File: src/rtl/conv_pkg.sv
// Shared defaults, burstcount sizing and reader FSM states for the convolution line path.
// No logic and no latency; constants only.
package conv_pkg;
    localparam int DEF_ADDR_W     = 24;
    localparam int DEF_DATA_W     = 32;
    localparam int DEF_LEN_W      = 16;
    localparam int DEF_BURST_MAX  = 8;
    localparam int DEF_FIFO_DEPTH = 32;

    // Avalon burstcount must be able to express BURST_MAX itself, not just BURST_MAX-1.
    function automatic int burstcount_w(input int burst_max);
        return $clog2(burst_max) + 1;
    endfunction

    typedef enum logic [1:0] {IDLE, ISSUE, DRAIN, DONE} rd_state_t;
endpackage

File: src/rtl/line_fifo.sv
// First-word-fall-through FIFO: a pushed word is visible on rdata the cycle after the push.
// Pushes are dropped when full and pops when empty; count holds on a simultaneous push and pop.
module line_fifo #(
    parameter int DATA_W     = 32,
    parameter int FIFO_DEPTH = 32
) (
    input  logic                          clk,
    input  logic                          rst_n,
    input  logic                          push,
    input  logic [DATA_W-1:0]             wdata,
    input  logic                          pop,
    output logic [DATA_W-1:0]             rdata,
    output logic [$clog2(FIFO_DEPTH):0]   count,
    output logic                          empty,
    output logic                          full
);
    localparam int PTR_W = $clog2(FIFO_DEPTH);
    localparam int CNT_W = PTR_W + 1;

    logic [DATA_W-1:0] mem [FIFO_DEPTH];
    logic [PTR_W-1:0]  wr_ptr;
    logic [PTR_W-1:0]  rd_ptr;
    logic              do_push;
    logic              do_pop;

    assign empty   = (count == '0);
    assign full    = (count == CNT_W'(FIFO_DEPTH));
    assign do_push = push && !full;
    assign do_pop  = pop && !empty;
    assign rdata   = mem[rd_ptr];

    always_ff @(posedge clk or negedge rst_n) begin
        if (!rst_n) begin
            wr_ptr <= '0;
            rd_ptr <= '0;
            count  <= '0;
        end else begin
            if (do_push) wr_ptr <= wr_ptr + 1'b1;
            if (do_pop)  rd_ptr <= rd_ptr + 1'b1;
            count <= count + CNT_W'(do_push) - CNT_W'(do_pop);
        end
    end

    always_ff @(posedge clk) begin
        if (do_push) mem[wr_ptr] <= wdata;
    end
endmodule

File: src/rtl/ddr_line_reader.sv
// Burst-reads one line from DDR into a FWFT FIFO and streams it out; first word appears one cycle after its readdatavalid.
// Reads are only requested when FIFO space minus in-flight words covers the burst, so out_ready backpressure never overflows.
module ddr_line_reader
    import conv_pkg::*;
#(
    parameter int ADDR_W     = DEF_ADDR_W,
    parameter int DATA_W     = DEF_DATA_W,
    parameter int LEN_W      = DEF_LEN_W,
    parameter int BURST_MAX  = DEF_BURST_MAX,
    parameter int FIFO_DEPTH = DEF_FIFO_DEPTH
) (
    input  logic                         clock_source,
    input  logic                         global_reset_n,
    input  logic                         cmd_valid,
    output logic                         cmd_ready,
    input  logic [ADDR_W-1:0]            cmd_base_addr,
    input  logic [LEN_W-1:0]             cmd_words,
    output logic [ADDR_W-1:0]            avm_address,
    output logic                         avm_read,
    output logic [$clog2(BURST_MAX):0]   avm_burstcount,
    input  logic                         avm_waitrequest,
    input  logic [DATA_W-1:0]            avm_readdata,
    input  logic                         avm_readdatavalid,
    output logic                         out_valid,
    input  logic                         out_ready,
    output logic [DATA_W-1:0]            out_data,
    output logic                         out_last,
    output logic                         busy,
    output logic                         done
);
    localparam int BC_W  = burstcount_w(BURST_MAX);
    localparam int CNT_W = $clog2(FIFO_DEPTH) + 1;
    localparam int SHIFT = $clog2(DATA_W / 8);

    rd_state_t         state, state_n;
    logic [ADDR_W-1:0] addr;
    logic [LEN_W-1:0]  remaining;
    logic [LEN_W-1:0]  total;
    logic [LEN_W-1:0]  consumed;
    logic [CNT_W-1:0]  outstanding;

    logic [LEN_W-1:0]  len;
    logic [CNT_W-1:0]  len_c;
    logic [CNT_W-1:0]  free_words;
    logic              credit_ok;
    logic              burst_acc;
    logic              push;
    logic              pop;
    logic [DATA_W-1:0] fifo_rdata;
    logic [CNT_W-1:0]  fifo_count;
    logic              fifo_empty;
    logic              fifo_full;

    assign len        = (remaining > LEN_W'(BURST_MAX)) ? LEN_W'(BURST_MAX) : remaining;
    assign len_c      = CNT_W'(len);
    assign free_words = CNT_W'(FIFO_DEPTH) - fifo_count - outstanding;
    assign credit_ok  = (free_words >= len_c);
    assign burst_acc  = (state == ISSUE) && credit_ok && !avm_waitrequest;
    // Strobes seen in IDLE belong to a command killed by reset and are dropped.
    assign push       = avm_readdatavalid && (state != IDLE) && !fifo_full;
    assign pop        = out_valid && out_ready;

    always_comb begin
        state_n  = state;
        avm_read = 1'b0;
        case (state)
            IDLE: begin
                if (cmd_valid) state_n = (cmd_words == '0) ? DONE : ISSUE;
            end
            ISSUE: begin
                avm_read = credit_ok;
                if (burst_acc && (remaining == len)) state_n = DRAIN;
            end
            DRAIN: begin
                if ((outstanding == '0) && fifo_empty) state_n = DONE;
            end
            DONE: begin
                state_n = IDLE;
            end
            default: state_n = IDLE;
        endcase
    end

    always_ff @(posedge clock_source or negedge global_reset_n) begin
        if (!global_reset_n) begin
            state       <= IDLE;
            addr        <= '0;
            remaining   <= '0;
            total       <= '0;
            consumed    <= '0;
            outstanding <= '0;
        end else begin
            state <= state_n;
            if ((state == IDLE) && cmd_valid) begin
                addr      <= cmd_base_addr;
                remaining <= cmd_words;
                total     <= cmd_words;
                consumed  <= '0;
            end else begin
                if (burst_acc) begin
                    addr      <= addr + (ADDR_W'(len) << SHIFT);
                    remaining <= remaining - len;
                end
                if (pop) consumed <= consumed + 1'b1;
            end
            outstanding <= outstanding + (burst_acc ? len_c : '0) - CNT_W'(push);
        end
    end

    line_fifo #(
        .DATA_W     (DATA_W),
        .FIFO_DEPTH (FIFO_DEPTH)
    ) u_fifo (
        .clk   (clock_source),
        .rst_n (global_reset_n),
        .push  (push),
        .wdata (avm_readdata),
        .pop   (pop),
        .rdata (fifo_rdata),
        .count (fifo_count),
        .empty (fifo_empty),
        .full  (fifo_full)
    );

    assign avm_address    = addr;
    assign avm_burstcount = avm_read ? BC_W'(len) : '0;
    assign cmd_ready      = (state == IDLE);
    assign busy           = (state != IDLE);
    assign done           = (state == DONE);
    assign out_valid      = !fifo_empty;
    assign out_data       = out_valid ? fifo_rdata : '0;
    assign out_last       = out_valid && ((consumed + 1'b1) == total);
endmodule

File: config.mk
export PLATFORM = sky130hd
export DESIGN_NAME = ddr_line_reader
export DESIGN_NICKNAME = d
export VERILOG_FILES = /design/src/rtl/conv_pkg.sv /design/src/rtl/line_fifo.sv /design/src/rtl/ddr_line_reader.sv
export SDC_FILE = /design/constraint.sdc
export NUM_CORES = 1
export LEC_CHECK = 0
export ABC_AREA = 1
export ABC_CLOCK_PERIOD_IN_PS = 4100
export CORE_MARGIN = 2
export CORE_UTILIZATION = 55
export CTS_BUF_LIST = sky130_fd_sc_hd__clkbuf_16
export DETAILED_ROUTE_END_ITERATION = 7
export GPL_TIMING_DRIVEN = 0
export MAX_ROUTING_LAYER = met4
export PLACE_DENSITY = 0.71
export SYNTH_ARGS = -nofsm -noshare
export SYNTH_HDL_FRONTEND = slang
export SYNTH_SLANG_ARGS = --single-unit
File: constraint.sdc
create_clock -name clock_source -period 4.1 [get_ports clock_source]
set_clock_uncertainty 0.05 [all_clocks]
set_input_delay 0.82 -clock clock_source [delete_from_list [all_inputs] [get_ports clock_source]]
set_output_delay 0.82 -clock clock_source [all_outputs]
set_load 0.01 [all_outputs]
==> run metrics <==
Syn-to-layout area delta=19.6%; Netlist Area Pre-Place=~0.047 mm2; final net count=~4.3k; global-route wire length before repair=about 220000 um; Layout Utilization=roughly two thirds; min-delay worst type=input pin to async pin; pre-CTS setup slack=-0.307 ns; worst-path cell chain=ha_1, inv_2, ha_4, fa_2, nand2_1, nand2_1, a21oi_2, xor2_1, ha_1, nand2_1, inv_1, nor2_1, o21a_1, nand2_2, nand2_4, buf_6, nor2_4, buf_6; Skew-Pair Late Insertion Delay=about 0.69 ns; CP Launch Type=flop; slowest cell on the critical path=dfrtp_1; Top cell by count, worst path=nand2_1; CP delay by family, top=adder cells; vias per cell=6.43; max-slew violations=33; worst path bufs/invs=4; post-synth top area cell=edfxtp_1; initial core utilization=roughly 55%; Sink Count=1120; vias in the first global route=around 33k; CTS root buf=clkbuf_16; post-synthesis cell type count=49; routability congestion estimate=~0.96; Final Critical Period=4.34 ns; Ys Warns=0; CTS tree=yes; htree depth=3; Chip Height=296 um; Final Hold Vio Count=0; crit path kind=flop to primary output; P_leak=just under 20 nW; Slew @ Worst Pin=between 1.5 and 2 ns; DRT Pass-1 Iters=8; Setup WS post-layout=-0.237 ns; Seq/Total Area, Yosys=approximately 71%; Yosys reg bits=1120; full die area=between 0.08 and 0.09 mm2; WP data required=3.23 ns; core area=0.0847 mm2; WL/cell=roughly 28 um; Antenna Nets Post-Route=0; port buffer count=143; Ports=around 140; Pwr Density=approximately 770 mW/mm2; Crit path arrival time=approximately 3.5 ns; Max VDD drop=about 610 uV; number of synthesized flops with an enable pin=between 1k and 1.5k; Clock Tree Buf Depth=3; failing checks=max-capacitance violations, max-slew violations, negative setup slack; layout cells sized above 1=roughly 16%; RSZ-0062 raised after global routing=true; max incr delay on CP=between 0.4 and 0.5 ns; nature of the critical path endpoint=primary output; cell count after synthesis=3846; Rel. slew slack=-1.70%; CTS clk-pin slew, worst paths=0.07 ns; crit share post-route=106%; largest cells by area after synthesis=edfxtp_1, o21ai_0, nor2_1; Post-DP HPWL=101000 um; Die Span X=approximately 300 um; Total GRT Usage=35.7%; top-area cell type share of the netlist area=between 60% and 70%; TritonCTS Buffers=110; status=complete, but fails checks; vias post-DR=roughly 35k; asr flop ratio synth=under 10%; worst hold slack=between 0.07 and 0.08 ns; setup violators final=16; final WL=153000 um; First DRT Iteration DRCs=around 6k; initial antenna violation count=6; Max Fclk=approximately 230 MHz; largest net degree at the start of global routing=61; max_cap viols=1; drt drc=0; ys flop type=edfxtp_1; GRT overflow=0; PnR Total Power=around 43 mW; num rows=approximately 110; setup TNS=-1.99 ns; Synth Area per Inst=between 10 and 15 um2; critical path peak fanout=4
path summary, 6_finish.rpt:
check	cells after the start	from	slack (ns)	to
setup / recovery	18	outstanding[1]	-0.24	avm_burstcount[1]
hold / removal	1	global_reset_n	0.07	avm_address[13]
hold reg to reg	2	avm_address[0]	0.44	avm_address[0]
min in group clock_source	2	avm_address[0]	0.44	avm_address[0]
max in group asynchronous	2	global_reset_n	3.21	consumed[0]
setup reg to reg	29	outstanding[1]	-0.08	outstanding[5]
layout make-up:
| class | count | area [um2] |
|---|---|---|
| multi-input combinational | 2359 | 13100 |
| tap | 1144 | 1430 |
| inverter | 150 | 577 |
| buffer | 229 | 1760 |
| clock inverter | 94 | 776 |
| fill | 6044 | 28700 |
| clock buffer | 110 | 2750 |
| sequential | 1120 | 33200 |
| antenna | 2 | 5.00 |
| timing repair buffer | 220 | 2470 |
cells by family (layout without fill, tap and decap cells):
family / count (synthesis) / count (layout) / share of synthesized area, %
buf+inv: 381 / 803 / 3.71
compound gates: 972 / 972 / 11.9
other cells: 2 / 18 / 0.0160
fa+ha+maj: 65 / 65 / 1.80
simple gates: 1266 / 1266 / 11.0
xor+xnor: 40 / 40 / 0.748
flops: 1120 / 1120 / 70.8
flip-flops by register name, summed over array words and instances (netlist names):
register       flops
u_fifo.wr_ptr      5
u_fifo.count       6
consumed          16
avm_address       24
remaining         16
u_fifo.mem      1024
outstanding        6
state              2
total             16
u_fifo.rd_ptr      5
Yosys cell counts (14+ instances only):
library cell	number
dfrtp_1	96
ha_1	61
clkbuf_1	120
a21oi_1	37
buf_2	63
o22ai_1	189
nor2_1	662
o21ai_1	37
edfxtp_1	1024
nand3_1	124
o211ai_1	44
nand4_1	47
o21ai_0	558
and3_1	16
xnor2_1	14
o221ai_1	74
buf_6	23
xor2_1	26
nand2_1	381
inv_1	145
routing by layer:
layer	wire length [um]	global-route usage [%]	up-vias
li1	-	-	14761
met1	55600	47.4	16995
met2	69600	53.6	2655
met3	18900	6.24	480
met4	8730	17.4	0
met5	0	-	-
cell usage in the layout (no fill, tap or decap), drive strengths merged, types with 7 or more instances in the layout:
cell type and count:
edfxtp 1024, nor2 669, o21ai 596, nand2 387, clkbuf 228, buf 217, o22ai 189, inv 172
nand3 126, dfrtp 96, clkdlybuf4s50 89, o221ai 74, ha 61, clkinv 55, nand4 47, o211ai 44
a21oi 37, xor2 26, conb 16, dlygate4sd2 16, and3 16, xnor2 14, a31oi 13, bufinv 11
nor4 9, nor3 8, o21bai 7
metrics by stage:
step | std cells | instance area (um2)
6_report | 5428 | 56000
5_1_grt | 5428 | 56000
4_1_cts | 5405 | 55600
3_5_place_dp | 5180 | 50700
3_3_place_gp | 5147 | 49800
2_1_floorplan | 3860 | 46900
what timing repair did:
action,CTS,global route
gates resized for setup,448,98
endpoints found under the setup margin,44,42
gates cloned,1,3
buffers inserted,21,18
hold buffers,0,0
pin swaps,86,55
power by group:
| part | leakage [nW] | total [mW] | internal (mW) | switching (mW) |
|---|---|---|---|---|
| sequential | 10.4 | 13.8 | 13.3 | 0.462 |
| clock | 1.80 | 9.95 | 5.57 | 4.38 |
| combinational | 7.32 | 19.6 | 6.67 | 13.0 |
| total | 19.5 | 43.4 | 25.5 | 17.8 |
Note: power is estimated with default switching activity, not from simulation.
